## src/rtl/serial_adder_pkg.sv

```systemverilog
// Shared types and helpers for the bit-serial adder controller.
// State encoding and counter width function.
package serial_adder_pkg;

  typedef enum logic [1:0] {
    S_IDLE  = 2'd0,
    S_SHIFT = 2'd1,
    S_DONE  = 2'd2
  } state_t;

  function automatic int cnt_w(input int width);
    return (width < 2) ? 1 : $clog2(width);
  endfunction

endpackage

```

## src/rtl/serial_adder_ctrl_adder.sv

```systemverilog
// One-bit full-adder cell driven by the serial adder controller.
// Purely combinational.
module adder (
  input  logic x,
  input  logic y,
  input  logic cin,
  output logic f,
  output logic cout
);

  assign f    = x ^ y ^ cin;
  assign cout = (x & y) | (cin & (x ^ y));

endmodule

```

## src/rtl/serial_adder_ctrl.sv

```systemverilog
// Bit-serial LSB-first adder controller with valid/ready on both sides.
// Optional signed-overflow output enabled by SERIAL_ADDER_OVF_EN.
module serial_adder_ctrl
  import serial_adder_pkg::*;
#(
  parameter int WIDTH = 32
) (
  input  logic             clk,
  input  logic             rst_n,
  input  logic             in_valid,
  output logic             in_ready,
  input  logic [WIDTH-1:0] a,
  input  logic [WIDTH-1:0] b,
  input  logic             cin,
  output logic             out_valid,
  input  logic             out_ready,
  output logic [WIDTH-1:0] sum,
  output logic             cout
`ifdef SERIAL_ADDER_OVF_EN
  ,
  output logic             ovf
`endif
);

  localparam int CNT_W = cnt_w(WIDTH);

  state_t state, state_nx;

  logic [WIDTH-1:0] a_sr;
  logic [WIDTH-1:0] b_sr;
  logic [WIDTH-1:0] sum_sr;
  logic [CNT_W-1:0] cnt;
  logic             carry;
  logic             f;
  logic             co;
  logic             accept;
  logic             last;

  assign accept = in_valid & in_ready;
  assign last   = (cnt == CNT_W'(WIDTH - 1));
  assign sum    = sum_sr;
  assign cout   = carry;

  adder u_adder (
    .x    (a_sr[0]),
    .y    (b_sr[0]),
    .cin  (carry),
    .f    (f),
    .cout (co)
  );

  always_comb begin
    state_nx  = state;
    in_ready  = 1'b0;
    out_valid = 1'b0;
    unique case (state)
      S_IDLE: begin
        in_ready = 1'b1;
        if (in_valid) state_nx = S_SHIFT;
      end
      S_SHIFT: begin
        if (last) state_nx = S_DONE;
      end
      S_DONE: begin
        out_valid = 1'b1;
        if (out_ready) state_nx = S_IDLE;
      end
      default: state_nx = S_IDLE;
    endcase
  end

  always_ff @(posedge clk or negedge rst_n) begin
    if (!rst_n) begin
      state  <= S_IDLE;
      a_sr   <= '0;
      b_sr   <= '0;
      sum_sr <= '0;
      cnt    <= '0;
      carry  <= 1'b0;
    end else begin
      state <= state_nx;
      if (state == S_IDLE && accept) begin
        a_sr  <= a;
        b_sr  <= b;
        carry <= cin;
        cnt   <= '0;
      end else if (state == S_SHIFT) begin
        sum_sr <= {f, sum_sr[WIDTH-1:1]};
        a_sr   <= {1'b0, a_sr[WIDTH-1:1]};
        b_sr   <= {1'b0, b_sr[WIDTH-1:1]};
        carry  <= co;
        if (!last) cnt <= cnt + CNT_W'(1);
      end
    end
  end

`ifdef SERIAL_ADDER_OVF_EN
  // carry still holds the carry into the MSB on the final shift edge
  always_ff @(posedge clk or negedge rst_n) begin
    if (!rst_n) begin
      ovf <= 1'b0;
    end else if (state == S_IDLE && accept) begin
      ovf <= 1'b0;
    end else if (state == S_SHIFT && last) begin
      ovf <= carry ^ co;
    end
  end
`endif

endmodule

```

## config.mk

```make
export PLATFORM = sky130hd
export DESIGN_NAME = serial_adder_ctrl
export DESIGN_NICKNAME = d
export VERILOG_FILES = /design/src/rtl/serial_adder_pkg.sv /design/src/rtl/serial_adder_ctrl_adder.sv /design/src/rtl/serial_adder_ctrl.sv
export SDC_FILE = /design/constraint.sdc
export NUM_CORES = 1
export LEC_CHECK = 0
export ABC_AREA = 1
export BUFFER_PORTS_ARGS = -buffer_cell sky130_fd_sc_hd__buf_2
export CAP_MARGIN = 5
export CORE_ASPECT_RATIO = 0.8
export CORE_UTILIZATION = 57
export CTS_CLUSTER_DIAMETER = 200
export CTS_CLUSTER_SIZE = 12
export DETAILED_ROUTE_END_ITERATION = 10
export PLACE_DENSITY = 0.84
export SKIP_CTS_REPAIR_TIMING = 1
export SYNTH_ARGS = -nofsm -noshare
export SYNTH_HDL_FRONTEND = slang
export SYNTH_SLANG_ARGS = --single-unit
```

## constraint.sdc

```tcl
create_clock -name clk -period 2.2 [get_ports clk]
set_input_delay 0.55 -clock clk [delete_from_list [all_inputs] [get_ports clk]]
set_output_delay 0.55 -clock clk [all_outputs]
set_load 0.01 [all_outputs]
```

# After elaboration in Yosys (flattened, before gate mapping)
# Cells that the tools add are included.
# classes
n_eq_ne	7
n_addsub	1
n_mux	15
reduce_logical	6
n_bitwise	7
# ops
operator	n
32-bit 2-to-1 mux	4
5-bit 2-to-1 mux	3
2-bit 2-to-1 mux	3
2-bit inequality test (second input constant)	3
2-bit case mux with 3 select lines	1
5-bit by 1-bit adder with 5-bit output (second input constant)	1
5-bit == test (second input constant)	1
1-bit 2-to-1 mux	4
2-bit AND reduction	2
1-bit bitwise AND	3
3-bit AND reduction	1
2-bit by 1-bit == test with 1-bit output (second input constant)	1
2-bit == test (second input constant)	1
2-bit zero test	1
2-bit by 1-bit inequality test with 1-bit output (second input constant)	1
2-bit nonzero test	1
1-bit bitwise XOR	2
1-bit logical AND	1
1-bit NOT	1
1-bit OR	1
# word_totals
reg_bits	104
wordCells	42

# Longest topological paths before layout
# logic_depth
word_depth	6
mapped_depth	8

# By module
# Synthesis repeated with hierarchy kept, for this count alone.
# unflattened
hier_cells	506
hier_area_um2	4390.5
# modules_own_cells
module	instances	area_per_inst_um2	cells_each
serial_adder_ctrl	1	4370.4	505
adder	1	20.0	1

# Least setup slack after synthesis
# OpenSTA, ideal clock, no wires.
# synth_timing
kind	flip-flop to flip-flop
from	register cnt[0]
to	register cnt[3]
synth_period_minus_slack_ps	1400
setup_ps	119
setup_slack_ps	800
arrival_ps	1281
stages_incl_launch_ff	9
path_cell_list	dfrtp_1 > ha_1 > nand2_1 > nor2_1 > ha_1 > nor2_1 > nand3_1 > nand2_1 > nor2_1
# synth_between
elab_chain_len	4
elab_cells_between_ends	7
# synth_rtl
element	line	text
start: declaration	serial_adder_ctrl.sv:32	logic [CNT_W-1:0] cnt;
start signal: assignment	serial_adder_ctrl.sv:92	if (!last) cnt <= cnt + CNT_W'(1);
5-bit by 1-bit adder with 5-bit output	serial_adder_ctrl.sv:92	
5-bit 2-to-1 mux	serial_adder_ctrl.sv:92	
5-bit 2-to-1 mux	serial_adder_ctrl.sv:87	end else if (state == S_SHIFT) begin
5-bit 2-to-1 mux	serial_adder_ctrl.sv:82	if (state == S_IDLE && accept) begin
# Several ways; a longest one is shown, not always the timed one. The select of a mux whose other input is x is not followed.
# A chain may end at the register's enable or synchronous reset.

# Final worst setup path
# layout_timing
from	register state[0]
to	output in_ready
# layout_between
elab_chain_len	2
# layout_rtl
element	line	text
start: declaration	serial_adder_ctrl.sv:27	state_t state, state_nx;
start signal: assignment	serial_adder_ctrl.sv:81	state <= state_nx;
2-bit zero test	serial_adder_ctrl.sv:56	unique case (state)
1-bit 2-to-1 mux	serial_adder_ctrl.sv:56	
end: declaration	serial_adder_ctrl.sv:11	output logic in_ready,
# Every way passes these cells.

==> out/metrics.yaml <==
critPathKind: "reg2out"
fin_crit_ns: 1.71
fin_tns_setup_ns: 0
wl_per_cell_um: 12.4
hpwl_um: 5920
critPathMaxFanout: 5
use_met1: 0.313
drcViolationCount: 0
setup_ws_ns: 0.494
use_met3: 0.0661
track_usage: 0.245
area_delta_synth_final_pct: 17.8
cts.path.max_buffers: 2
dr.pass1.iters: 5
use_met2: 0.403
status: "finished clean"
stdcell_count: 713
num_io_pins: 104
viasPerCell: 4.99
synth_area_um2: 4360
dieArea_um2: 8010
startpoint_type: "flip-flop"
rsz0062_at_grt: "no"
synth_nets: 580
fillers: 579
min_path_type: "in2async"
ant_nets: 0
finalMaxSlewViolations: 0
fp.dieW_um: 99.8
die_y_um: 80.2
antenna_cells: 0
drtIter0Drc: 246
ctsRootBufferMaster: "clkbuf_8"
first_global_vias: 3439
max_freq_ghz: 0.586
busiest_layer: "met2"
ys_seq_area_frac: 0.597
grt_pass1_wl_um: 15300
yosysWarnings: 0
slew_headroom: 0.646
place_inst: 697
cp.required_ns: 1.65
worstSetupEndpointType: "output pin"
antenna_found_initial: 0
ys_ff_latch: 104
via_count: 3558
synthCells: 508
overflow: 0
port_buffers: 103
num-nets-final: 675
power_density_nw_per_um2: 1330
hold_violations: 0
grt_max_degree: 105
fin_skew_ns: 0.0141
cp_data_arrival_time_ns: 1.16
setup_violations: 0
cts_tree: "built"
pre_cts_slack_ns: 0.601
p_leak_uw: 0.00270
clock_latency_ns: 0.37
htree_num_levels: 3
ys_types: 19
min_period_over_period: 0.775
ir_worst_vdd_mv: 0.673
cap_violations: 0
avgSynthCellArea_um2: 8.59
drive_gt1_frac: 0.219
fin_hold_ws_ns: 0.220
tightest_slew_ns: 0.532
cts-buffers-inserted: 9
gp_congestion: 0.794
cts.sinks: 104
core_um2: 7390
reg2reg_slack_ns: 0.54
clkTransAtPathRegs_ns: 0.10
rows: 28
wl_um: 8870
initial_core_util: 0.590
synth_stat cells:
cell      instances  share of area
buf_4            11          0.019
ha_1              2         0.0057
fa_1              1         0.0046
o211ai_1          1         0.0017
buf_2            10          0.011
a21oi_1           2         0.0023
inv_1            21          0.018
o21ai_0          31          0.036
nand2_2           2         0.0029
buf_6             2         0.0052
dfrtp_1         104           0.60
o21ai_1           2         0.0023
nand3_1          66          0.076
clkbuf_1          4         0.0034
nand2_1         239           0.21
nor2_1            6         0.0052
o22ai_1           1         0.0014
nor2_2            1         0.0014
inv_2             2         0.0017
flip-flops by register name (all words and copies together) (netlist names):
register / cells
a_sr: 32
state: 2
sum: 32
cnt: 5
b_sr: 32
cout: 1
through the flow:
step / power (µW) / area, µm² / util
6_report: 6810 / 5140 / 0.695
5_1_grt: 7410 / 5140 / 0.695
3_3_place_gp: 5580 / 4950 / 0.670
3_5_place_dp: 5730 / 4950 / 0.670
4_1_cts: 6870 / 5140 / 0.695
2_1_floorplan: 4940 / 4360 / -
area by class of cell:
cell class	instances	area [µm²]	area share
multi-input combinational	354	1510	0.295
clock inverter	6	50.0	0.00974
timing repair buffer	111	616	0.120
inverter	23	86.3	0.0168
sequential	104	2600	0.507
tap	105	131	0.0256
clock buffer	10	138	0.0268
per-layer routing:
layer,part of all wire,vias to the layer above
met5,0,-
met4,0.010,0
met3,0.056,8
met2,0.47,101
met1,0.47,1659
li1,-,1790
path summary, 6_finish.rpt:
| check | startpoint | end | cells after the start |
|---|---|---|---|
| setup / recovery | state[0] | in_ready | 2 |
| max in group asynchronous | rst_n | a_sr[26] | 2 |
| setup reg to reg | cnt[1] | cnt[3] | 8 |
| hold reg to reg | sum[0] | sum[0] | 2 |
| min in group clk | out_ready | state[1] | 2 |
| hold / removal | rst_n | sum[11] | 2 |
report_power, final:
part / internal (µW) / switching [µW] / leakage (µW) / total, µW
Sequential: 2720 / 472 / 0.00134 / 3190
Combinational: 954 / 1540 / 0.00127 / 2490
Clock: 459 / 669 / 0.0000952 / 1130
Total: 4130 / 2680 / 0.00270 / 6810
cells by family after synthesis:
kind of cell,count (synthesis),share of synthesized area
buffers and inverters,50,0.0588
adder cells (fa/ha/maj),3,0.0103
AND/OR/NAND/NOR,314,0.291
flip-flops,104,0.597
AO/OA/AOI/OAI,37,0.0433
critical path, stage by stage, from the launching register on:
cell and delay, ns:
dfrtp_1 0.48, nor2_2 0.17, buf_2 0.15
layout by cell type (no fill, tap or decap), types with 2 or more instances in the layout:
cell        n
nand2_1   239
nand3_1    66
inv_1      21
clkbuf_8   10
a21oi_1     2
buf_4       6
buf_12      3
dfrtp_1   104
nand2_2     2
inv_2       2
buf_2     102
ha_1        2
o21ai_0    31
inv_6       2
nor2_1      6
Power figures use the tool's default switching activity.
